## config.mk

```make
export PLATFORM = sky130hd
export DESIGN_NAME = wb_quadrature_gen
export DESIGN_NICKNAME = d
export VERILOG_FILES = /design/src/rtl/wb_quadrature_gen.sv
export SDC_FILE = /design/constraint.sdc
export NUM_CORES = 1
export LEC_CHECK = 0
export ABC_AREA = 1
export CAP_MARGIN = 5
export CORE_ASPECT_RATIO = 0.8
export CORE_MARGIN = 5
export CORE_UTILIZATION = 55
export CTS_BUF_LIST = sky130_fd_sc_hd__clkbuf_4 sky130_fd_sc_hd__clkbuf_8
export CTS_CLUSTER_DIAMETER = 50
export DETAILED_ROUTE_END_ITERATION = 8
export PLACE_DENSITY = 0.76
export SYNTH_ARGS = -nofsm -noshare
export SYNTH_HDL_FRONTEND = slang
export SYNTH_SLANG_ARGS = --single-unit
export TNS_END_PERCENT = 100
```

## constraint.sdc

```tcl
create_clock -name clk -period 2.9 [get_ports clk]
set_input_delay 0.58 -clock clk [delete_from_list [all_inputs] [get_ports clk]]
set_output_delay 0.58 -clock clk [all_outputs]
set_load 0.01 [all_outputs]
```

## src/rtl/wb_quadrature_gen.sv

```systemverilog
// Wishbone-programmed rotary-encoder emulator: emits Gray-coded A/B detent
// steps and an active-low switch pulse on flop-driven pins.
module wb_quadrature_gen #(
   parameter int DATA_WIDTH      = 8,
   parameter int REG_ADDR_STEPS  = 0,
   parameter int REG_ADDR_PERIOD = 1,
   parameter int REG_ADDR_CTRL   = 2,
   parameter int PRESCALE        = 1000,
   parameter int SW_HOLD_CYCLES  = 50000
) (
   input  logic                  clk,
   input  logic                  reset_n,
   input  logic                  stb_i,
   input  logic                  we_i,
   input  logic [DATA_WIDTH-1:0] adr_wr_i,
   input  logic [DATA_WIDTH-1:0] adr_rd_i,
   input  logic [DATA_WIDTH-1:0] dat_i,
   output logic [DATA_WIDTH-1:0] dat_o,
   output logic                  ack_o,
   output logic                  enc_clk_o,
   output logic                  enc_dt_o,
   output logic                  enc_sw_o
);

   localparam int PW = (PRESCALE > 1) ? $clog2(PRESCALE) : 1;
   localparam int SW = (SW_HOLD_CYCLES > 1) ? $clog2(SW_HOLD_CYCLES + 1) : 1;
   localparam logic [PW-1:0]         PRESC_LAST  = PW'(PRESCALE - 1);
   localparam logic [SW-1:0]         SW_LOAD     = SW'(SW_HOLD_CYCLES - 1);
   localparam logic [DATA_WIDTH-1:0] ADDR_STEPS  = DATA_WIDTH'(REG_ADDR_STEPS);
   localparam logic [DATA_WIDTH-1:0] ADDR_PERIOD = DATA_WIDTH'(REG_ADDR_PERIOD);
   localparam logic [DATA_WIDTH-1:0] ADDR_CTRL   = DATA_WIDTH'(REG_ADDR_CTRL);
   localparam logic [DATA_WIDTH-1:0] ONE_D       = DATA_WIDTH'(1);
   localparam logic [DATA_WIDTH-1:0] ZERO_D      = DATA_WIDTH'(0);

   typedef enum logic [0:0] {ST_IDLE = 1'b0, ST_RUN = 1'b1} state_t;

   state_t                  state_r;
   logic                    wr_pend_r;
   logic [DATA_WIDTH-1:0]   wr_adr_r;
   logic [DATA_WIDTH-1:0]   wr_dat_r;
   logic [DATA_WIDTH-1:0]   remaining_r;
   logic [DATA_WIDTH-1:0]   period_r;
   logic [DATA_WIDTH-1:0]   per_q_r;
   logic [DATA_WIDTH-1:0]   tick_cnt_r;
   logic [PW-1:0]           presc_cnt_r;
   logic [1:0]              phase_idx_r;
   logic                    dir_ccw_r;
   logic                    ovr_r;
   logic [SW-1:0]           sw_cnt_r;
   logic                    enc_clk_r;
   logic                    enc_dt_r;
   logic                    enc_sw_r;

   logic                    wr_steps_s;
   logic                    wr_period_s;
   logic                    wr_ctrl_s;
   logic                    abort_s;
   logic                    press_s;
   logic                    clr_ovr_s;
   logic [DATA_WIDTH-1:0]   period_eff_s;
   logic                    quarter_end_s;
   logic [DATA_WIDTH-1:0]   remaining_next_s;
   logic [DATA_WIDTH-1:0]   rd_data_s;

   // {A,B} code for a quarter phase; both directions end a detent on 11
   function automatic logic [1:0] quad_code_f(input logic ccw, input logic [1:0] idx);
      logic [1:0] code;
      case (idx)
         2'd0:    code = ccw ? 2'b10 : 2'b01;
         2'd1:    code = 2'b00;
         2'd2:    code = ccw ? 2'b01 : 2'b10;
         2'd3:    code = 2'b11;
         default: code = 2'b11;
      endcase
      return code;
   endfunction

   // Decode of the write captured on the previous edge
   always_comb begin
      wr_steps_s  = wr_pend_r && (wr_adr_r == ADDR_STEPS);
      wr_period_s = wr_pend_r && (wr_adr_r == ADDR_PERIOD);
      wr_ctrl_s   = wr_pend_r && (wr_adr_r == ADDR_CTRL);
      abort_s     = wr_ctrl_s && wr_dat_r[1];
      press_s     = wr_ctrl_s && wr_dat_r[0] && !wr_dat_r[1];
      clr_ovr_s   = wr_ctrl_s && wr_dat_r[2];
      if (period_r == ZERO_D) begin
         period_eff_s = ONE_D;
      end else begin
         period_eff_s = period_r;
      end
      quarter_end_s = (presc_cnt_r == PRESC_LAST) && (tick_cnt_r == per_q_r - ONE_D);
      if (dir_ccw_r) begin
         remaining_next_s = remaining_r + ONE_D;
      end else begin
         remaining_next_s = remaining_r - ONE_D;
      end
   end

   // Register the Wishbone write so it takes effect one edge later
   always_ff @(posedge clk) begin
      if (!reset_n) begin
         wr_pend_r <= 1'b0;
         wr_adr_r  <= ZERO_D;
         wr_dat_r  <= ZERO_D;
      end else begin
         wr_pend_r <= stb_i && we_i;
         if (stb_i && we_i) begin
            wr_adr_r <= adr_wr_i;
            wr_dat_r <= dat_i;
         end
      end
   end

   // Period register and sticky overrun flag
   always_ff @(posedge clk) begin
      if (!reset_n) begin
         period_r <= ONE_D;
         ovr_r    <= 1'b0;
      end else begin
         if (wr_period_s) begin
            period_r <= wr_dat_r;
         end
         if (wr_steps_s && (state_r == ST_RUN)) begin
            ovr_r <= 1'b1;
         end else if (clr_ovr_s) begin
            ovr_r <= 1'b0;
         end
      end
   end

   // Step sequencer: prescaler, quarter-phase timing and A/B output flops
   always_ff @(posedge clk) begin
      if (!reset_n || abort_s) begin
         state_r     <= ST_IDLE;
         remaining_r <= ZERO_D;
         per_q_r     <= ONE_D;
         tick_cnt_r  <= ZERO_D;
         presc_cnt_r <= '0;
         phase_idx_r <= 2'd0;
         dir_ccw_r   <= 1'b0;
         enc_clk_r   <= 1'b1;
         enc_dt_r    <= 1'b1;
      end else begin
         case (state_r)
            ST_IDLE: begin
               enc_clk_r <= 1'b1;
               enc_dt_r  <= 1'b1;
               if (wr_steps_s && (wr_dat_r != ZERO_D)) begin
                  state_r                <= ST_RUN;
                  remaining_r            <= wr_dat_r;
                  dir_ccw_r              <= wr_dat_r[DATA_WIDTH-1];
                  phase_idx_r            <= 2'd0;
                  presc_cnt_r            <= '0;
                  tick_cnt_r             <= ZERO_D;
                  per_q_r                <= period_eff_s;
                  {enc_clk_r, enc_dt_r}  <= quad_code_f(wr_dat_r[DATA_WIDTH-1], 2'd0);
               end
            end
            ST_RUN: begin
               if (presc_cnt_r == PRESC_LAST) begin
                  presc_cnt_r <= '0;
                  if (quarter_end_s) begin
                     tick_cnt_r <= ZERO_D;
                     per_q_r    <= period_eff_s;
                     if (phase_idx_r == 2'd3) begin
                        remaining_r <= remaining_next_s;
                        phase_idx_r <= 2'd0;
                        if (remaining_next_s == ZERO_D) begin
                           state_r   <= ST_IDLE;
                           enc_clk_r <= 1'b1;
                           enc_dt_r  <= 1'b1;
                        end else begin
                           {enc_clk_r, enc_dt_r} <= quad_code_f(dir_ccw_r, 2'd0);
                        end
                     end else begin
                        phase_idx_r           <= phase_idx_r + 2'd1;
                        {enc_clk_r, enc_dt_r} <= quad_code_f(dir_ccw_r, phase_idx_r + 2'd1);
                     end
                  end else begin
                     tick_cnt_r <= tick_cnt_r + ONE_D;
                  end
               end else begin
                  presc_cnt_r <= presc_cnt_r + PW'(1);
               end
            end
            default: begin
               state_r   <= ST_IDLE;
               enc_clk_r <= 1'b1;
               enc_dt_r  <= 1'b1;
            end
         endcase
      end
   end

   // Switch pulse: a press (re)loads the full hold, abort releases at once
   always_ff @(posedge clk) begin
      if (!reset_n || abort_s) begin
         enc_sw_r <= 1'b1;
         sw_cnt_r <= '0;
      end else if (press_s) begin
         enc_sw_r <= 1'b0;
         sw_cnt_r <= SW_LOAD;
      end else if (sw_cnt_r != '0) begin
         sw_cnt_r <= sw_cnt_r - SW'(1);
      end else begin
         enc_sw_r <= 1'b1;
      end
   end

   // Combinational read mux
   always_comb begin
      if (adr_rd_i == ADDR_STEPS) begin
         rd_data_s = remaining_r;
      end else if (adr_rd_i == ADDR_PERIOD) begin
         rd_data_s = period_r;
      end else if (adr_rd_i == ADDR_CTRL) begin
         rd_data_s = {{(DATA_WIDTH-4){1'b0}}, ovr_r, ~enc_sw_r, (state_r == ST_RUN), phase_idx_r[0]};
      end else begin
         rd_data_s = ZERO_D;
      end
   end

   assign dat_o     = rd_data_s;
   assign ack_o     = stb_i;
   assign enc_clk_o = enc_clk_r;
   assign enc_dt_o  = enc_dt_r;
   assign enc_sw_o  = enc_sw_r;

endmodule

```

==> impl_results.rst <==
.. list-table::
   :header-rows: 1

   * - Metric
     - Value
   * - CP delay by family, top
     - buffers and inverters
   * - Critical path arrival
     - 2170 ps
   * - Number of buffers created by CTS
     - 9
   * - Sort of element at the end of the critical path
     - output pin
   * - Grt ovf
     - 0
   * - Max FO, Critical Path
     - 7
   * - Number of flip-flops and latches in the synthesized netlist
     - 83
   * - Final #Nets
     - 820
   * - Clock tree from TritonCTS
     - built
   * - Sequence of cells on the critical path
     - clkdlybuf4s50_1, nor4_1, buf_4, nand4_1, buf_4, o211ai_1, dlygate4sd2_1
   * - DRC errors left
     - 0
   * - Data required time of the worst path
     - 2320 ps
   * - Hold Crit Class
     - reg2reg
   * - Count of boundary I/O pins
     - 40
   * - CP max stage delay
     - 400 ps
   * - Dominant cell type by area after synthesis
     - dfxtp_1
   * - Worst-case clock buffer depth
     - 2
   * - Number of inserted filler cells in the final layout
     - 773
   * - Critical path buffers and inverters
     - 4
   * - Via count normalized by instance count
     - 5.34
   * - Final design utilization
     - 64.4%
   * - Multi-input logic area
     - 0.00270 mm^2
   * - Final count of negative-setup-slack endpoints
     - 0
   * - Layout area overhead
     - 14.2%
   * - Leakage
     - 2.47 nW
   * - CTS Hold Buffers Added
     - 0
   * - Starting density of the core
     - 56.4%
   * - Post-Route Hold Slack
     - 478 ps
   * - Final Routed Wirelength
     - 11,700 um
   * - Post-route antenna net violation count
     - 0
   * - Number of port buffers
     - 39
   * - Number of instances in the synthesized netlist
     - 736
   * - Worst reg-to-reg setup slack
     - 630 ps
   * - IR Drop Worst-Case VDD
     - 0.000366 V
   * - Unique masters post-synth
     - 40
   * - Sinks on the clock net
     - 83
   * - Run status
     - complete, no violations
   * - Post-layout power
     - 3.42 mW
   * - Final number of hold-violating endpoints
     - 0
   * - Total number of yosys warnings
     - 0
   * - Sequential element share of the synthesized area
     - 34.6%
   * - Post-CTS clock slew at the launch and capture registers of the worst setup and hold paths
     - 80 ps
   * - Share of the synthesized area in the top cell type
     - 34.6%
   * - Total via count after detailed routing
     - 4,770
   * - Area contributors post-synth
     - dfxtp_1 (35%), nand2_1 (15%), nor2_1 (8.0%)
   * - Number of antenna violations at the first check in global routing
     - 0
   * - Total Die Area
     - 0.0107 mm^2
   * - Transition time at the pin with the least slew margin
     - 1060 ps
   * - Max-slew violation count
     - 0
   * - Worst rel slew slack
     - 28.8%
   * - H-tree depth reported by CTS
     - 3
   * - Clock network latency to the later pin of the worst-skew pair
     - 360 ps
   * - MaxCap Viol Count
     - 0
   * - Min cycle time layout
     - 2750 ps
   * - Most frequent CP cell
     - buf_4
   * - Std cell rows
     - 30
   * - Number of antenna repair diodes
     - 0
   * - Combined area of all synthesized cells
     - 0.00480 mm^2
   * - Mapped Nets
     - 779
   * - Tot GR Track Use
     - 23.0%
   * - Root buf cell
     - clkbuf_8
   * - Fraction of final layout cells sized beyond drive strength 1
     - 7.42%
   * - Power density normalized to cell area
     - 623 mW/mm^2
   * - Placeable core region
     - 0.00852 mm^2
   * - Largest net degree at the start of global routing
     - 38
   * - Critical-path cell with the highest stage delay
     - clkdlybuf4s50_1
   * - CP startpoint kind
     - input pin
   * - Clock skew after layout
     - 12.6 ps
   * - CP Class
     - in2out
   * - RSZ-0062 raised after global routing
     - false
   * - Placer's final routability congestion estimate
     - 0.900
   * - Final cycle utilization of the critical path
     - 94.7%
   * - Wire length of the first global-routing pass
     - 20,100 um
   * - Starting DRC count in detailed routing
     - 328
   * - Maximum clock frequency
     - 0.364 GHz
   * - Mean cell area of the mapped netlist
     - 6.53 um^2
   * - Die outline width
     - 114 um
   * - Routed WL per cell
     - 13.0 um
   * - Vertical die dimension
     - 93.6 um
   * - Vias in the first global route
     - 4,451
   * - TritonRoute pass-1 iters
     - 5
   * - FF+latch area
     - 0.00166 mm^2
   * - Detailed placer's ending HPWL
     - 8780 um
## metal layers
metal,part of all wire (%),GRT usage [%],vias to the layer above
li1,-,-,2473
met1,50,31.5,2160
met2,44,36.1,124
met3,5.3,6.14,13
met4,1.3,5.74,0
met5,0,0,-
## cell usage after synthesis, drive strengths merged
library cell and n:
o41ai 1, nand3b 7, nor3 14, and3 2
a31oi 1, a21boi 1, a21oi 61, nand3 58
nand2 192, o21a 1, nor4 3, nand4 10
inv 82, ha 14, o22ai 2, a211oi 3
nor2 108, xor2 10, clkinv 1, fa 1
xnor2 3, clkbuf 8, o21ai 45, buf 12
o211ai 3, o221ai 3, dfxtp 83, or2 7
## cell type report
class / count / share of cell area, %
multi-input combinational: 550 / 49.3
sequential: 83 / 30.3
timing repair buffer: 50 / 8.44
inverter: 83 / 5.73
clock buffer: 12 / 2.78
tap: 112 / 2.56
clock inverter: 4 / 0.913
## power breakdown
group / leakage, nW / internal, mW / switching (mW)
Sequential: 0.677 / 1.27 / 0.136
Clock: 0.0994 / 0.439 / 0.415
Combinational: 1.69 / 0.458 / 0.699
Total: 2.47 / 2.16 / 1.25
## worst paths after layout
check | from | to | cells past startpoint
max | adr_rd_i[5] | dat_o[3] | 7
min | ovr_r$_SDFFE_PN0P_ | ovr_r$_SDFFE_PN0P_ | 2
min reg2reg | ovr_r$_SDFFE_PN0P_ | ovr_r$_SDFFE_PN0P_ | 2
max reg2reg | per_q_r[0]$_SDFFE_PP1P_ | tick_cnt_r[7]$_SDFFE_PP0P_ | 14
## tightest hold or removal path, cell delays in order (launching register included)
cell and delay, ps:
dfxtp_1 330, nand2_1 60, a21oi_1 50
## through the flow
| step | cell area [um^2] | instances | setup WS (ps) | setup TNS, ps |
|---|---|---|---|---|
| floorplan | 4800 | 736 | 683 | 0 |
| global placement | 5280 | 876 | -135 | -968 |
| detailed placement | 5280 | 876 | -197 | -1390 |
| CTS | 5480 | 894 | 153 | 0 |
| global route | 5480 | 894 | 40.4 | 0 |
| finish | 5480 | 894 | 153 | 0 |
## logic make-up after synthesis
kind of cell / share of synthesized area (%)
compound gates: 13.6
xor+xnor: 2.37
fa+ha+maj: 4.06
buf+inv: 9.14
flops: 34.6
simple gates: 36.2
## flip-flops by register name, indices dropped and copies added (netlist names), 2 cells and up
| name | cells |
|---|---|
| sw_cnt_r | 16 |
| presc_cnt_r | 10 |
| per_q_r | 8 |
| period_r | 8 |
| remaining_r | 8 |
| tick_cnt_r | 8 |
| wr_adr_r | 8 |
| wr_dat_r | 8 |
| phase_idx_r | 2 |
## placed cells by master (no fill, tap or decap), types with 7 or more instances in the layout
cell | netlist | routed
xor2_1 | 10 | 10
dlygate4sd2_1 | 0 | 8
clkbuf_8 | 0 | 10
nor3_1 | 14 | 14
nand4_1 | 10 | 10
nand2_1 | 187 | 187
clkdlybuf4s50_1 | 0 | 31
inv_2 | 8 | 9
or2_2 | 7 | 7
o21ai_0 | 44 | 44
nand3_1 | 56 | 56
dfxtp_1 | 83 | 83
nor2_1 | 102 | 102
ha_1 | 14 | 14
nand3b_1 | 7 | 7
inv_1 | 73 | 72
buf_4 | 2 | 11
a21oi_1 | 60 | 60
## repair_timing
| item | in CTS | in global routing |
|---|---|---|
| setup buffers | 2 | 0 |
| resized for setup | 9 | 0 |
| endpoints found under the setup margin | 8 | 0 |
| hold endpoints to repair | 0 | 0 |
No activity file was read; power rests on OpenSTA's default activity.
